File: config.mk
export PLATFORM = sky130hd
export DESIGN_NAME = seg_display_scan
export DESIGN_NICKNAME = d
export VERILOG_FILES = /design/src/rtl/seg_display_scan.sv
export SDC_FILE = /design/constraint.sdc
export NUM_CORES = 1
export LEC_CHECK = 0
export ABC_CLOCK_PERIOD_IN_PS = 2600
export CAP_MARGIN = 5
export CORE_ASPECT_RATIO = 0.8
export CORE_MARGIN = 4
export CORE_UTILIZATION = 36
export CTS_BUF_LIST = sky130_fd_sc_hd__clkbuf_16
export DETAILED_ROUTE_END_ITERATION = 16
export SLEW_MARGIN = 15
export SYNTH_ARGS = -nofsm -noshare
export SYNTH_HDL_FRONTEND = slang
export SYNTH_SLANG_ARGS = --single-unit
File: constraint.sdc
create_clock -name clock -period 2.6 [get_ports clock]
set_clock_uncertainty 0.1 [all_clocks]
set_input_delay 0.26 -clock clock [delete_from_list [all_inputs] [get_ports clock]]
set_output_delay 0.26 -clock clock [all_outputs]
set_load 0.02 [all_outputs]
File: src/rtl/seg_display_scan.sv
// Multi-digit seven-segment driver: static per-digit segments plus a time-multiplexed scan bus.
// Values are double-buffered and only reach the display at frame boundaries, so a frame never tears.
module seg_display_scan #(
  parameter int unsigned DIGITS       = 4,
  parameter int unsigned SCAN_DIV     = 50000,
  parameter int unsigned BLINK_FRAMES = 64
) (
  input  logic                  clock,
  input  logic                  reset,
  input  logic [4*DIGITS-1:0]   value_in,
  input  logic                  load,
  input  logic                  hex_mode,
  input  logic                  lz_blank,
  input  logic [DIGITS-1:0]     blink_en,
  input  logic [DIGITS-1:0]     dp_in,
  output logic [7*DIGITS-1:0]   seg_all,
  output logic [6:0]            seg,
  output logic                  dp,
  output logic [DIGITS-1:0]     an,
  output logic                  frame_start
);

  localparam int unsigned PW = (SCAN_DIV > 1) ? $clog2(SCAN_DIV) : 1;
  localparam int unsigned IW = (DIGITS > 1) ? $clog2(DIGITS) : 1;
  localparam int unsigned FW = (BLINK_FRAMES > 1) ? $clog2(BLINK_FRAMES) : 1;

  localparam logic [6:0] SEG_ZERO  = 7'h40;
  localparam logic [6:0] SEG_BLANK = 7'h7F;
  localparam logic [6:0] SEG_DASH  = 7'h3F;

  logic [PW-1:0]          presc;
  logic [IW-1:0]          idx;
  logic [FW-1:0]          frame_cnt;
  logic                   blink_phase;
  logic [4*DIGITS-1:0]    active;
  logic [4*DIGITS-1:0]    pending;
  logic [DIGITS-1:0]      active_dp;
  logic [DIGITS-1:0]      pending_dp;
  logic                   pending_valid;

  logic                   tick_c;
  logic                   wrap_c;
  logic [7*DIGITS-1:0]    dec_c;
  logic [6:0]             scan_seg_c;
  logic                   scan_dp_c;

  assign tick_c = (presc == PW'(SCAN_DIV - 1));
  assign wrap_c = tick_c && (idx == IW'(DIGITS - 1));

  function automatic logic [6:0] decode_digit(input logic [3:0] code, input logic hex);
    logic [6:0] s;
    s = SEG_BLANK;
    case (code)
      4'h0: s = SEG_ZERO;
      4'h1: s = 7'h79;
      4'h2: s = 7'h24;
      4'h3: s = 7'h30;
      4'h4: s = 7'h19;
      4'h5: s = 7'h12;
      4'h6: s = 7'h02;
      4'h7: s = 7'h78;
      4'h8: s = 7'h00;
      4'h9: s = 7'h10;
      4'hA: s = hex ? 7'h08 : SEG_DASH;
      4'hB: s = hex ? 7'h03 : SEG_DASH;
      4'hC: s = hex ? 7'h46 : SEG_DASH;
      4'hD: s = hex ? 7'h21 : SEG_DASH;
      4'hE: s = hex ? 7'h06 : SEG_DASH;
      4'hF: s = hex ? 7'h0E : SEG_DASH;
      default: s = SEG_BLANK;
    endcase
    return s;
  endfunction

  // Walk from the most-significant digit down so leading-zero state accumulates.
  always_comb begin
    logic       upper_zero;
    logic [3:0] code;
    logic [6:0] s;
    dec_c      = '1;
    upper_zero = 1'b1;
    code       = '0;
    s          = SEG_BLANK;
    for (int k = int'(DIGITS) - 1; k >= 0; k--) begin
      code       = active[4*k +: 4];
      upper_zero = upper_zero && (code == 4'h0);
      s          = decode_digit(code, hex_mode);
      if ((lz_blank && upper_zero && (k != 0)) || (blink_en[k] && blink_phase)) begin
        s = SEG_BLANK;
      end
      dec_c[7*k +: 7] = s;
    end
  end

  // Select the currently scanned digit's segments and decimal point.
  always_comb begin
    scan_seg_c = SEG_BLANK;
    scan_dp_c  = 1'b1;
    for (int k = 0; k < int'(DIGITS); k++) begin
      if (idx == IW'(k)) begin
        scan_seg_c = dec_c[7*k +: 7];
        scan_dp_c  = ~active_dp[k];
      end
    end
  end

  always_ff @(posedge clock) begin
    if (reset) begin
      presc         <= '0;
      idx           <= '0;
      frame_cnt     <= '0;
      blink_phase   <= 1'b0;
      active        <= '0;
      pending       <= '0;
      active_dp     <= '0;
      pending_dp    <= '0;
      pending_valid <= 1'b0;
      seg_all       <= {DIGITS{SEG_ZERO}};
      seg           <= SEG_ZERO;
      dp            <= 1'b1;
      an            <= ~(DIGITS'(1));
      frame_start   <= 1'b0;
    end else begin
      frame_start <= 1'b0;

      if (tick_c) begin
        presc <= '0;
        idx   <= (idx == IW'(DIGITS - 1)) ? '0 : idx + IW'(1);
      end else begin
        presc <= presc + PW'(1);
      end

      // A load coinciding with the wrap bypasses the pending buffer.
      if (wrap_c) begin
        frame_start   <= 1'b1;
        pending_valid <= 1'b0;
        if (load) begin
          active    <= value_in;
          active_dp <= dp_in;
        end else if (pending_valid) begin
          active    <= pending;
          active_dp <= pending_dp;
        end
        if (frame_cnt == FW'(BLINK_FRAMES - 1)) begin
          frame_cnt   <= '0;
          blink_phase <= ~blink_phase;
        end else begin
          frame_cnt <= frame_cnt + FW'(1);
        end
      end else if (load) begin
        pending       <= value_in;
        pending_dp    <= dp_in;
        pending_valid <= 1'b1;
      end

      seg_all <= dec_c;
      seg     <= scan_seg_c;
      dp      <= scan_dp_c;
      an      <= ~(DIGITS'(1) << idx);
    end
  end

endmodule
==> impl_metrics.ini <==
[layout]
seqCellArea_um2 = 2140
nNetsFinal = 709
postLayoutCellArea_um2 = 6260
syn_to_final_growth_pct = 23.0
antenna_cells = 0
num-fill-cells = 1311
drive_above_1_share_pct = 7.07
multi_input_area_um2 = 2690

[global_route]
overflow = 0
grt_pass1_wl_mm = 21.9
antenna_found_initial = 0
grt_use_total_pct = 16.8
grt_max_degree = 55
grt_pass1_vias = 4261

[status]
outcome = complete, no violations

[route]
route.detailed.drc = 0
final_antenna_net_count = 0
wl_mm = 13.3
via_per_inst = 5.32
drt_iter0_drc = 271
routedWlPerCell_um = 15.5
dr_total_vias = 4567
dr.pass1.iters = 5

[cts]
clkSlewWorstSetupHoldPaths_ps = 70
root_buffer = clkbuf_16
ctsHtreeMaxLevel = 3
cts_resized = 0
post_cts_buffers = 0
insertion_delay_ps = 350
hold_buffers = 0
clock-sinks = 107
clockBufferDepth = 2
cts_tree = yes
numCtsBuffers = 9

[critical_path]
r2r_cells = 5
cp-end-kind = flip-flop
cp_cell_sequence = nor4_2 -> nand4_1 -> and2_1 -> a221oi_1 -> a221o_1
worstPathArrival_ps = 2460
cp-start-kind = flip-flop
reg2reg_from = active[15]$_SDFFE_PP0P_
cp_slowest_cell = nor4_2
r2r_slack_ps = 330
crit_family = simple AND/OR/NAND/NOR gates
cp_data_required_time_ps = 2790
cp_num_buf_inv = 0
critical_path_class = reg2reg
cp_max_fo = 13
critPathMaxStageDelay_ps = 480
rr_endpoint = seg[5]$_SDFF_PP0_

[power_and_ir_drop]
finalPower_mw = 3.17
vdd_drop_max_uv = 355
powerDensity_nw_per_um2 = 507
p_leak_nw = 2.25

[floorplan]
dieArea_um2 = 16100
die_x_um = 141
rows = 38
core_area_um2 = 13700
fp.dieH_um = 114
start_util_pct = 37.2
io_pins = 70

[sta]
fmax_mhz = 440
min_period_over_period_pct = 87.5
setup_slack_ps = 326
worstMarginPinSlew_ps = 569
fin_crit_ps = 2270
hold_ws_ps = 243
setup_tns_ps = 0
drv_slew = 0
slew-limit-headroom_pct = 61.7
rsz0062_at_grt = false
hold_viol_final = 0
setup_viol = 0

[min_path]
hp-class = in2reg
hp-start = reset
hold_path_end = seg_all[3]$_SDFF_PP0_
hold_path_depth = 2

[logic_synthesis]
ys_seq_elements = 107
muxShareOfSynthArea_pct = 4.77
ys_types = 62
synth_xor_area_share_pct = 2.41
yosys.area_share.simple_pct = 22.2
synth_nets = 654
synth_edf_count = 0
syn_area_per_cell_um2 = 8.22
ys_async_sr_fraction_pct = 0
synth_top_family_by_area = simple AND/OR/NAND/NOR gates
ys.flop_type = dfxtp_1
yosysTopAreaCell = dfxtp_1
synth.top_cells.by_count = dfxtp_1 (107), nand2_1 (63), nor2_1 (62)
yosysWarningCount = 0
synth_compound_area_share_pct = 21.9
synthAdderAreaFrac_pct = 1.48
synthTopCellsByArea = dfxtp_1 (42%), a21oi_1 (5.6%), nand2_1 (4.6%)
yosysSeqAreaShare_pct = 42.1
synthDominantCellAreaShare_pct = 42.1
syn_area_um2 = 5090
synth_cells = 619
post-synth-top-count-cell = dfxtp_1

[placement]
placed_cell_area_um2 = 5990
hpwl_mm = 9.90
dp_slack_ps = 314
port_buffers = 69
place_congestion = 0.850

[run]
max-cap-violations = 0
## layer usage
layer	track usage, %	wire, µm	up-vias
met4	5.04	161	0
met1	25.4	6770	2069
met5	0	0	-
li1	-	-	2320
met3	3.55	979	13
met2	23.9	5390	165
## sequential cells by signal, summed over array words and instances, names as in the netlist, 4 cells and up
name and flops:
pending 16, active_dp 4, seg 7, an 4, active 16, pending_dp 4
frame_cnt 6, presc 16, seg_all 28
## stage by stage
| stage | util (%) | instances |
|---|---|---|
| floorplan | - | 619 |
| global placement | 43.7 | 843 |
| detailed placement | 43.7 | 843 |
| CTS | 45.7 | 859 |
| global route | 45.7 | 859 |
| finish | 45.7 | 859 |
## logic make-up after synthesis
kind of cell | count (synthesis)
flip-flops | 107
multiplexers | 23
AND/OR/NAND/NOR | 229
XOR/XNOR | 14
buffers and inverters | 68
AO/OA/AOI/OAI | 172
adder cells (fa/ha/maj) | 6
## power by group
| group | internal (mW) | switching, mW |
|---|---|---|
| sequential | 1.68 | 0.0146 |
| clock | 0.648 | 0.601 |
| combinational | 0.105 | 0.127 |
| total | 2.43 | 0.743 |
## area by class of cell
type | instances | area share [%]
tap | 180 | 3.60
inverter | 22 | 1.32
clock inverter | 7 | 0.700
sequential | 107 | 34.2
multi-input combinational | 444 | 43.0
timing repair buffer | 90 | 13.6
clock buffer | 9 | 3.60
## layout by cell type, fill, tap and decap left out, types with 9 or more instances in the layout
cell type and n:
a211oi_1 22, a21oi_1 57, buf_4 20, clkbuf_16 9, clkdlybuf4s50_1 67, dfxtp_1 107
inv_1 22, mux2i_1 22, nand2_1 63, nand3_1 37, nor2_1 62, nor2b_1 9
nor3_1 9, o21ai_0 26, o22ai_1 12, or3_1 10, xor2_1 9
## worst max path at each step
| stage | depth (start not counted) | endpoint | startpoint | slack (ps) |
|---|---|---|---|---|
| detailed placement | 6 | seg[0]$_SDFF_PP0_ | hex_mode | 310 |
| finish | 5 | seg[5]$_SDFF_PP0_ | active[15]$_SDFFE_PP0P_ | 330 |
| global placement | 6 | seg[0]$_SDFF_PP0_ | hex_mode | 290 |
| global route | 7 | active[10]$_SDFFE_PP0P_ | presc[0]$_SDFF_PP0_ | 180 |
| floorplan | 7 | frame_cnt[5]$_SDFFE_PP0P_ | presc[0]$_SDFF_PP0_ | 700 |
| CTS | 5 | seg[5]$_SDFF_PP0_ | active[15]$_SDFFE_PP0P_ | 360 |
No activity file was read; power rests on OpenSTA's default activity.
